[config.mk]
export PLATFORM = sky130hd
export DESIGN_NAME = fp_exp_align_4_flat
export DESIGN_NICKNAME = d
export VERILOG_FILES = /design/src/rtl/fp_exp_align_4_if.sv /design/src/rtl/fp_exp_align_4.sv /design/src/flat_wrapper.sv
export SDC_FILE = /design/constraint.sdc
export NUM_CORES = 1
export LEC_CHECK = 0
export BUFFER_PORTS_ARGS = -buffer_cell sky130_fd_sc_hd__buf_4
export CORE_MARGIN = 4
export CORE_UTILIZATION = 50
export CTS_CLUSTER_DIAMETER = 80
export DETAILED_ROUTE_END_ITERATION = 8
export GPL_TIMING_DRIVEN = 0
export PLACE_DENSITY = 0.69
export SLEW_MARGIN = 20
export SYNTH_ARGS = -nofsm -noshare
export SYNTH_HDL_FRONTEND = slang
export SYNTH_SLANG_ARGS = --single-unit
[constraint.sdc]
create_clock -name clk -period 5.1 [get_ports clk]
set_clock_uncertainty 0.05 [all_clocks]
set_input_delay 1.02 -clock clk [delete_from_list [all_inputs] [get_ports clk]]
set_output_delay 1.02 -clock clk [all_outputs]
set_load 0.01 [all_outputs]
[src/rtl/fp_exp_align_4_if.sv]
// Valid/ready bundle for the 4-lane exponent-alignment stage.
// The slave side is the alignment stage itself.
interface fp_exp_align_4_if #(
  parameter int unsigned EXP_W = 6,
  parameter int unsigned MAN_W = 8,
  parameter int unsigned GRD_W = 3
);
  localparam int unsigned AW = MAN_W + GRD_W;

  logic                 i_valid;
  logic                 o_ready;
  logic [4*EXP_W-1:0]   i_exp_array;
  logic [4*MAN_W-1:0]   i_man_array;
  logic                 o_valid;
  logic                 i_ready;
  logic [EXP_W-1:0]     o_max_exp;
  logic [4*AW-1:0]      o_man_array;

  modport slave (
    input  i_valid, i_exp_array, i_man_array, i_ready,
    output o_ready, o_valid, o_max_exp, o_man_array
  );

  modport master (
    output i_valid, i_exp_array, i_man_array, i_ready,
    input  o_ready, o_valid, o_max_exp, o_man_array
  );
endinterface

[src/rtl/fp_exp_align_4.sv]
// Two-stage exponent alignment: S1 finds the max exponent and per-lane shift distances,
// S2 arithmetic-shifts each mantissa (with guard bits) and folds shifted-out bits into a sticky LSB.
module fp_exp_align_4 #(
  parameter int unsigned EXP_W = 6,
  parameter int unsigned MAN_W = 8,
  parameter int unsigned GRD_W = 3
) (
  input  logic               clk,
  input  logic               rst,
  fp_exp_align_4_if.slave    bus
);
  localparam int unsigned AW = MAN_W + GRD_W;
  // Shift distances at or beyond the lane width saturate to sign fill.
  localparam logic [EXP_W-1:0] AwSat = EXP_W'(AW);

  logic               s1_valid_q, s1_valid_d;
  logic               s2_valid_q, s2_valid_d;
  logic               s1_adv, s2_adv, in_fire, s1_fire;
  logic [EXP_W-1:0]   s1_max_q, s1_max_d;
  logic [EXP_W-1:0]   s2_max_q, s2_max_d;
  logic [4*EXP_W-1:0] s1_diff_q, s1_diff_d;
  logic [4*MAN_W-1:0] s1_man_q, s1_man_d;
  logic [4*AW-1:0]    s2_man_q, s2_man_d;
  logic [EXP_W-1:0]   max_exp;
  logic [4*AW-1:0]    aligned;
  logic [MAN_W-1:0]   lane_man;
  logic [EXP_W-1:0]   lane_diff;
  logic [AW-1:0]      lane_ext, lane_sh;
  logic               lane_sticky;

  assign s2_adv  = ~s2_valid_q | bus.i_ready;
  assign s1_adv  = ~s1_valid_q | s2_adv;
  assign in_fire = bus.i_valid & s1_adv;
  assign s1_fire = s1_valid_q & s2_adv;

  always_comb begin
    max_exp = bus.i_exp_array[0 +: EXP_W];
    for (int k = 1; k < 4; k++) begin
      if (bus.i_exp_array[k*EXP_W +: EXP_W] > max_exp) begin
        max_exp = bus.i_exp_array[k*EXP_W +: EXP_W];
      end
    end
  end

  always_comb begin
    aligned     = '0;
    lane_man    = '0;
    lane_diff   = '0;
    lane_ext    = '0;
    lane_sh     = '0;
    lane_sticky = 1'b0;
    for (int k = 0; k < 4; k++) begin
      lane_man  = s1_man_q[k*MAN_W +: MAN_W];
      lane_diff = s1_diff_q[k*EXP_W +: EXP_W];
      lane_ext  = {lane_man, {GRD_W{1'b0}}};
      if (lane_diff >= AwSat) begin
        lane_sh     = {AW{lane_man[MAN_W-1]}};
        lane_sticky = |lane_man;
      end else begin
        lane_sh     = $signed(lane_ext) >>> lane_diff;
        lane_sticky = |(lane_ext & ~({AW{1'b1}} << lane_diff));
      end
      aligned[k*AW +: AW] = {lane_sh[AW-1:1], lane_sh[0] | lane_sticky};
    end
  end

  always_comb begin
    s1_valid_d = s1_adv ? bus.i_valid : s1_valid_q;
    s1_max_d   = s1_max_q;
    s1_diff_d  = s1_diff_q;
    s1_man_d   = s1_man_q;
    s2_valid_d = s2_adv ? s1_valid_q : s2_valid_q;
    s2_max_d   = s2_max_q;
    s2_man_d   = s2_man_q;
    if (in_fire) begin
      s1_max_d = max_exp;
      s1_man_d = bus.i_man_array;
      for (int k = 0; k < 4; k++) begin
        s1_diff_d[k*EXP_W +: EXP_W] = max_exp - bus.i_exp_array[k*EXP_W +: EXP_W];
      end
    end
    if (s1_fire) begin
      s2_max_d = s1_max_q;
      s2_man_d = aligned;
    end
  end

  always_ff @(posedge clk or posedge rst) begin
    if (rst) begin
      s1_valid_q <= 1'b0;
      s2_valid_q <= 1'b0;
      s1_max_q   <= '0;
      s1_diff_q  <= '0;
      s1_man_q   <= '0;
      s2_max_q   <= '0;
      s2_man_q   <= '0;
    end else begin
      s1_valid_q <= s1_valid_d;
      s2_valid_q <= s2_valid_d;
      s1_max_q   <= s1_max_d;
      s1_diff_q  <= s1_diff_d;
      s1_man_q   <= s1_man_d;
      s2_max_q   <= s2_max_d;
      s2_man_q   <= s2_man_d;
    end
  end

  assign bus.o_ready     = s1_adv;
  assign bus.o_valid     = s2_valid_q;
  assign bus.o_max_exp   = s2_max_q;
  assign bus.o_man_array = s2_man_q;
endmodule

[src/flat_wrapper.sv]
// flat-port wrapper written by rule: the top's interface ports become plain ports
module fp_exp_align_4_flat 
#(
  parameter int unsigned EXP_W = 6,
  parameter int unsigned MAN_W = 8,
  parameter int unsigned GRD_W = 3
)
  (clk, rst, bus_i_valid, bus_i_exp_array, bus_i_man_array, bus_i_ready, bus_o_ready, bus_o_valid, bus_o_max_exp, bus_o_man_array);
  fp_exp_align_4_if #(.EXP_W(EXP_W), .MAN_W(MAN_W), .GRD_W(GRD_W)) bus_i ();
  input  logic clk;
  input  logic rst;
  input wire logic [$bits(bus_i.i_valid)-1:0] bus_i_valid;
  input wire logic [$bits(bus_i.i_exp_array)-1:0] bus_i_exp_array;
  input wire logic [$bits(bus_i.i_man_array)-1:0] bus_i_man_array;
  input wire logic [$bits(bus_i.i_ready)-1:0] bus_i_ready;
  output wire logic [$bits(bus_i.o_ready)-1:0] bus_o_ready;
  output wire logic [$bits(bus_i.o_valid)-1:0] bus_o_valid;
  output wire logic [$bits(bus_i.o_max_exp)-1:0] bus_o_max_exp;
  output wire logic [$bits(bus_i.o_man_array)-1:0] bus_o_man_array;
  assign bus_i.i_valid = bus_i_valid;
  assign bus_i.i_exp_array = bus_i_exp_array;
  assign bus_i.i_man_array = bus_i_man_array;
  assign bus_i.i_ready = bus_i_ready;
  assign bus_o_ready = bus_i.o_ready;
  assign bus_o_valid = bus_i.o_valid;
  assign bus_o_max_exp = bus_i.o_max_exp;
  assign bus_o_man_array = bus_i.o_man_array;
  fp_exp_align_4 #(.EXP_W(EXP_W), .MAN_W(MAN_W), .GRD_W(GRD_W)) u_core (.clk(clk), .rst(rst), .bus(bus_i));
endmodule
==> key figures, run 1 <==
Clocking
  – Clock Sink Count: 114
  – Max Buffers Root-to-Sink: 2
  – CTS buffer count: 17
  – CTS clk-pin slew, worst paths: around 0.06 ns
  – # hold bufs at CTS: 0
  – H-tree depth: 4
  – Skew-Pair Late Insertion Delay: 0.42 ns
  – CTS tree: built
  – Clk root buf: clkbuf_16

Critical path
  – Arrival @ worst endpoint: just over 7 ns
  – Crit Path Class: in -> reg
  – Crit-path leading delay family: compound AO/OA/AOI/OAI gates
  – CP Launch Type: input port
  – Worst path slowest cell: o31ai_4
  – Critical Path Sink Type: flop
  – WP buf/inv: 7
  – WP data required: about 5.4 ns
  – R2r setup slk: around 2.6 ns
  – Worst Path Max Fanout: 7
  – Delay of the slowest critical-path stage: 0.35 ns

Power and ir drop
  – Sw Pwr: ~2.5 mW
  – LEAKAGE: around 5 nW
  – Sw Share: ~41%
  – Reg power frac: about a quarter
  – Pwr/cell area: about 550 nW/um^2
  – Pint: ~3.6 mW
  – Worst IR Drop VDD: a little over 0.3 mV
  – Clk pwr share: slightly above 20%
  – Combinational Power Share: 55.5%

Synthesis
  – #FFs+latches synth: roughly 110
  – Synth area leaders: dfrtp_1, nand2_1, o21ai_0
  – Register area share after synthesis: between 30% and 40%
  – Post-synthesis cell area: between 7000 and 8000 sq um
  – Mapped Cells: between 900 and 1k
  – Area leader, netlist: dfrtp_1
  – Netlist cell types: 58
  – Synth warn: 0
  – Post-synth ARST share: between 90% and 100%
  – Post-Syn Nets: between 1k and 1.5k
  – Mean area per synthesized cell: a little over 8 sq um
  – EDFF count, synth: 0
  – Synth top area share: a little over a third
  – Post-synth top flop: dfrtp_1

Detailed routing
  – Wirelength per Cell: ~19 um
  – Detailed router's first-iteration violation count: around 650
  – Final ANT Viol Nets: 0
  – Routed via count: about 8k
  – Via-to-Cell Ratio: between 5 and 6
  – Drt drc: 0
  – Post-Route WL: around 26 mm
  – Drt pass-1 iters: 5

Global routing
  – Largest net degree at the start of global routing: between 60 and 70
  – Initial antenna violation count: 0
  – Grt ovf: 0
  – First-pass GRT wire length: ~40 mm
  – All-Layer GR Usage: between 20 and 30%
  – Vias in the first global route: about 7.6k

Floorplanning
  – Starting Density: between 50% and 60%
  – Placeable Area: about 15000 sq um
  – Die height: roughly 130 um
  – Die Width: between 100 and 150 um
  – I/O Pins: approximately 110
  – Die area: around 18000 sq um
  – # rows: 45

Final layout
  – Area Overhead vs Synth: 38.50%
  – Post-Route Utilization: 71.54%
  – Final instance area: roughly 11000 sq um
  – Filler cells: between 1k and 1.5k
  – Most common cell after layout, fill and taps aside: nand2_1
  – Final nets: 1269
  – Share of layout cells above drive strength 1: 29.36%
  – Commonest cells after routing, fill and taps aside: nand2_1, buf_4, dfrtp_1, o21ai_0
  – Antenna cells: 0

Timing
  – RSZ-0062 raised after global routing: yes
  – Worst setup margin: -1.653 ns
  – F_max: about 150 MHz
  – Final setup fails: 30
  – Crit path time final: 6.753 ns
  – Relative slew slack: between 20% and 30%
  – Final period util: 132.4%
  – Tightest Pin Transition: 1.070 ns
  – Fin. max-slew vios: 0
  – Fin. Hold Viols: 0

Placed design
  – Area post-placement: roughly 9400 sq um
  – HPWL Detailed: ~17 mm
  – RePlAce Congestion: roughly 0.93
  – Port Buffers: between 100 and 150

Run status
  – Outcome: finished, violations left
  – Failing checks: setup timing

Flow run
  – MaxCap Viol Count: 0

Worst hold path
  – Hold Path Class: reg -> reg
## stage by stage
stage	total power [mW]	instances	setup TNS [ns]	hold slack (ns)	setup slack, ns
floorplan	3.374	976	-29.26	0.3960	-1.722
global placement	4.216	1298	-95.46	0.4120	-2.584
detailed placement	4.229	1299	-55.25	0.4179	-2.647
CTS	5.905	1380	-25.19	0.4306	-1.487
global route	6.500	1393	-34.94	0.4467	-1.840
finish	6.116	1393	-31.50	0.4236	-1.653
## registers in the layout, summed over array words and instances, names as in the netlist
signal	count
u_core.bus.o_man_array	44
u_core.s1_man_q	32
u_core.s1_diff_q	24
u_core.bus.o_max_exp	6
u_core.s1_max_q	6
u_core.bus.o_valid	1
u_core.s1_valid_q	1
## final timing paths
check / startpoint / endpoint / cells after the start
max: bus_i_exp_array[5] / u_core.s1_diff_q[5] / 37
min: u_core.bus.o_man_array[28] / u_core.bus.o_man_array[28] / 2
max reg2reg: u_core.s1_diff_q[23] / u_core.bus.o_man_array[33] / 7
min reg2reg: u_core.bus.o_man_array[28] / u_core.bus.o_man_array[28] / 2
max in group asynchronous: rst / u_core.s1_man_q[27] / 3
min in group asynchronous: rst / u_core.bus.o_man_array[19] / 2
## timing repair
item                       CTS  global route
buffers inserted            52            17
setup endpoints to repair   30            30
pin swaps                   54            29
gates resized for setup     81            38
## worst min-delay path: stages, from the launching register on
cell and delay (ns):
dfrtp_1 0.34, nand2_1 0.05, o31ai_1 0.05
## power groups by stage
| stage | clock network, mW | registers (mW) | logic [mW] |
|---|---|---|---|
| 2_1_floorplan | 0 | 1.48 | 1.90 |
| 3_3_place_gp | 0 | 1.45 | 2.76 |
| 3_5_place_dp | 0 | 1.46 | 2.77 |
| 4_1_cts | 1.27 | 1.45 | 3.19 |
| 5_1_grt | 1.32 | 1.49 | 3.69 |
| 6_report | 1.27 | 1.45 | 3.40 |
## Yosys cell counts (5+ instances only)
cell / number
nand4_1: 7
o22ai_1: 8
inv_1: 44
a221oi_1: 5
or3_1: 9
dfrtp_1: 114
and3_1: 5
o31ai_1: 9
a21oi_1: 55
nand2b_1: 10
ha_1: 35
a211oi_1: 31
mux2i_1: 31
xor2_1: 5
xnor2_1: 8
clkbuf_1: 60
nand3_1: 11
nand2_1: 188
a21o_1: 25
nor3_1: 23
mux2_2: 39
o21a_1: 11
nor2b_1: 12
o21ai_0: 101
nor2_1: 67
a22oi_1: 5
## cells by family after synthesis
logic type,synth area share [%]
compound gates,22.19
mux,9.876
buf+inv,5.181
flops,35.80
simple gates,19.03
xor+xnor,1.429
fa+ha+maj,6.500
## metal layers
metal	part of all wire (%)	GRT usage, %	wire [um]	up-vias
met2	46	43.18	12040	325
met3	6.8	5.776	1778	46
met4	2.2	9.559	573	0
met1	45	40.34	11630	3884
li1	-	-	-	3851
met5	0	0	0	-
## cell type report
cell class,count,area [sq um],area share (%)
Tap cell,211,264.0,2.392
Buffer,64,261.5,2.369
Inverter,44,220.2,1.995
Clock inverter,10,157.7,1.428
Sequential cell,114,2853,25.85
Timing Repair Buffer,176,1506,13.65
Clock buffer,21,460.4,4.172
Multi-Input combinational cell,753,5314,48.15
No activity file was read; power rests on OpenSTA's default activity.
==> inputs of run 2 (changes only) <==
--- a/config.mk
+++ b/config.mk
@@ -8,10 +8,11 @@
 export BUFFER_PORTS_ARGS = -buffer_cell sky130_fd_sc_hd__buf_4
 export CORE_MARGIN = 4
 export CORE_UTILIZATION = 50
+export CTS_BUF_LIST = sky130_fd_sc_hd__clkbuf_16
 export CTS_CLUSTER_DIAMETER = 80
 export DETAILED_ROUTE_END_ITERATION = 8
 export GPL_TIMING_DRIVEN = 0
-export PLACE_DENSITY = 0.69
+export PLACE_DENSITY = 0.72
 export SLEW_MARGIN = 20
 export SYNTH_ARGS = -nofsm -noshare
 export SYNTH_HDL_FRONTEND = slang
==> constraint.sdc (replaced) <==
create_clock -name clk -period 6.2 [get_ports clk]
set_clock_uncertainty 0.05 [all_clocks]
set_input_delay 1.24 -clock clk [delete_from_list [all_inputs] [get_ports clk]]
set_output_delay 1.24 -clock clk [all_outputs]
set_load 0.01 [all_outputs]
==> key figures, run 2 (same netlist as run 1, synthesis figures left out) <==
Run status
  – Outcome: finished, violations left (unchanged)
  – Failing checks: setup timing (unchanged)

Timing
  – Fin. max-slew vios: 0 (unchanged)
  – Tightest Pin Transition: 0.9944 ns (was 1.070 ns)
  – Crit path time final: 6.869 ns
  – Worst setup margin: -0.6695 ns (was -1.653 ns)
  – F_max: 145.6 MHz
  – Final setup fails: 18 (was 30)
  – Hold Worst Slack: 0.4218 ns (was 0.4236 ns)
  – Fin. Hold Viols: 0 (unchanged)
  – Final period util: 110.8%
  – RSZ-0062 raised after global routing: yes (unchanged)
  – Relative slew slack: 33.20% (was 28.13%)

Clocking
  – Max Buffers Root-to-Sink: 2 (unchanged)
  – H-tree depth: 4 (unchanged)
  – CTS tree: built (unchanged)
  – Skew-Pair Late Insertion Delay: 0.42 ns (about the same)
  – CTS buffer count: 17 (unchanged)
  – Clock Sink Count: 114 (unchanged)
  – Clk root buf: clkbuf_16 (unchanged)
  – CTS clk-pin slew, worst paths: 0.05 ns (was 0.06 ns)

Critical path
  – CP Launch Type: input port (unchanged)
  – FF-to-FF End: u_core.bus.o_man_array[33] (unchanged)
  – Crit Reg-Reg Startpoint: u_core.s1_diff_q[23] (unchanged)
  – R2r setup slk: 3.73 ns (was 2.58 ns)
  – Worst path slowest cell: a2111oi_2 (was o31ai_4)
  – Delay of the slowest critical-path stage: 0.33 ns (was 0.35 ns)
  – Critical Path Sink Type: flop (unchanged)
  – Worst Path Max Fanout: 6 (was 7)
  – Crit Path Class: in -> reg (unchanged)
  – Arrival @ worst endpoint: 7.10 ns (was 7.06 ns)
  – R2R depth: 7 (unchanged)
  – WP data required: 6.43 ns (was 5.41 ns)

Power and ir drop
  – LEAKAGE: 5.023 nW (was 5.040 nW)
  – Pwr/cell area: 446.5 nW/um^2 (was 554.2 nW/um^2)
  – Worst IR Drop VDD: 0.2843 mV (was 0.3078 mV)

Floorplanning
  – Die Width: 134.2 um (unchanged)
  – Starting Density: 51.65% (unchanged)
  – I/O Pins: 112 (unchanged)
  – Placeable Area: 15430 sq um (unchanged)
  – Die area: 18020 sq um (unchanged)
  – # rows: 45 (unchanged)
  – Die height: 134.2 um (unchanged)

Final layout
  – Post-Route Utilization: 71.20% (was 71.54%)
  – Register area: 2853 sq um (unchanged)
  – Multi-input gate area: 5303 sq um (was 5314 sq um)
  – Final nets: 1267 (was 1269)
  – Filler cells: 1217 (was 1251)
  – Antenna cells: 0 (unchanged)
  – Area Overhead vs Synth: 37.84% (was 38.50%)
  – Share of layout cells above drive strength 1: 28.96% (was 29.36%)
  – Most common cell after layout, fill and taps aside: nand2_1 (unchanged)
  – Number of flip-flops under the largest register name: 44 (unchanged)
  – Commonest cells after routing, fill and taps aside: nand2_1, buf_4, dfrtp_1, o21ai_0, nor2_1 (was nand2_1, buf_4, dfrtp_1, o21ai_0)

Detailed routing
  – Post-Route WL: 25.84 mm (was 26.02 mm)
  – Wirelength per Cell: 18.56 um (was 18.68 um)
  – Final ANT Viol Nets: 0 (unchanged)
  – Via-to-Cell Ratio: 5.841 (was 5.819)
  – Drt drc: 0 (unchanged)
  – Routed via count: 8131 (was 8106)
  – Drt pass-1 iters: 6 (was 5)
  – Detailed router's first-iteration violation count: 738 (was 653)

Worst hold path
  – Hold Crit Start: u_core.bus.o_man_array[13] (was u_core.bus.o_man_array[28])
  – Hold Path Class: reg -> reg (unchanged)
  – Worst Hold End: u_core.bus.o_man_array[13] (was u_core.bus.o_man_array[28])
  – Hold Path Depth: 2 (unchanged)

Placed design
  – Port Buffers: 111 (unchanged)
  – HPWL Detailed: 17.61 mm (was 17.25 mm)
  – RePlAce Congestion: 0.9456 (was 0.9327)

Global routing
  – All-Layer GR Usage: 27.96% (was 28.32%)
  – Initial antenna violation count: 0 (unchanged)
  – First-pass GRT wire length: 40.03 mm (was 40.43 mm)
  – Grt ovf: 0 (unchanged)
  – Vias in the first global route: 7590 (was 7623)
  – Largest net degree at the start of global routing: 80 (was 61)

Flow run
  – MaxCap Viol Count: 0 (unchanged)
run 2: where the power goes:
group / total, mW / leakage [nW] / internal, mW / switching, mW
logic: 2.70 / 3.32 / 1.24 / 1.46
clock network: 1.01 / 0.304 / 0.660 / 0.345
registers: 1.20 / 1.40 / 1.00 / 0.199
total: 4.90 / 5.02 / 2.90 / 2.01
run 2: worst max-delay path by stage:
stage / startpoint / to / slack (ns)
after floorplan: bus_i_exp_array[5] / u_core.s1_diff_q[23] / -0.84
after global placement: bus_i_exp_array[5] / u_core.s1_diff_q[23] / -1.72
after detailed placement: bus_i_exp_array[5] / u_core.s1_diff_q[23] / -1.87
after CTS: bus_i_exp_array[5] / u_core.s1_diff_q[23] / -0.66
after global routing: bus_i_exp_array[4] / u_core.s1_diff_q[11] / -0.90
final: bus_i_exp_array[1] / u_core.s1_diff_q[23] / -0.67
run 2: layout make-up:
| class | instances | share of cell area, % |
|---|---|---|
| multi-input combinational | 753 | 48.27 |
| sequential | 114 | 25.97 |
| timing repair buffer | 173 | 13.19 |
| clock buffer | 17 | 3.873 |
| buffer | 65 | 2.677 |
| tap | 211 | 2.403 |
| inverter | 44 | 2.005 |
| clock inverter | 15 | 1.606 |
run 2: critical path, delay by kind of cell:
kind	cells	cell delay (ns)
adder cells (fa/ha/maj)	4	0.91
multiplexers	1	0.29
AO/OA/AOI/OAI	16	2.90
buffers and inverters	6	0.68
AND/OR/NAND/NOR	10	1.06
run 2: per-layer routing:
metal	vias up	global-route usage, %	part of all wire [%]
li1	3856	-	-
met4	0	9.446	2.8
met5	-	0	0
met1	3841	38.61	44
met3	59	5.701	7.0
met2	375	44.02	47
run 2: repair_timing:
item                                    in CTS  in global routing
pin swaps                                   54                 42
resized for setup                           62                 44
hold buffers                                 0                  0
cloned                                       1                  0
buffers inserted                            40                 23
endpoints found under the setup margin      28                 20
run 2: through the flow:
stage	total power, mW	instance area (sq um)	setup WS (ns)	TNS, ns	std cells
detailed placement	3.478	9438	-1.873	-31.44	1299
finish	4.904	10980	-0.6695	-6.335	1392
CTS	4.731	10670	-0.6645	-4.027	1372
global placement	3.449	9405	-1.721	-27.95	1298
global route	5.223	10980	-0.9038	-9.749	1392
floorplan	2.771	8308	-0.8419	-6.424	976
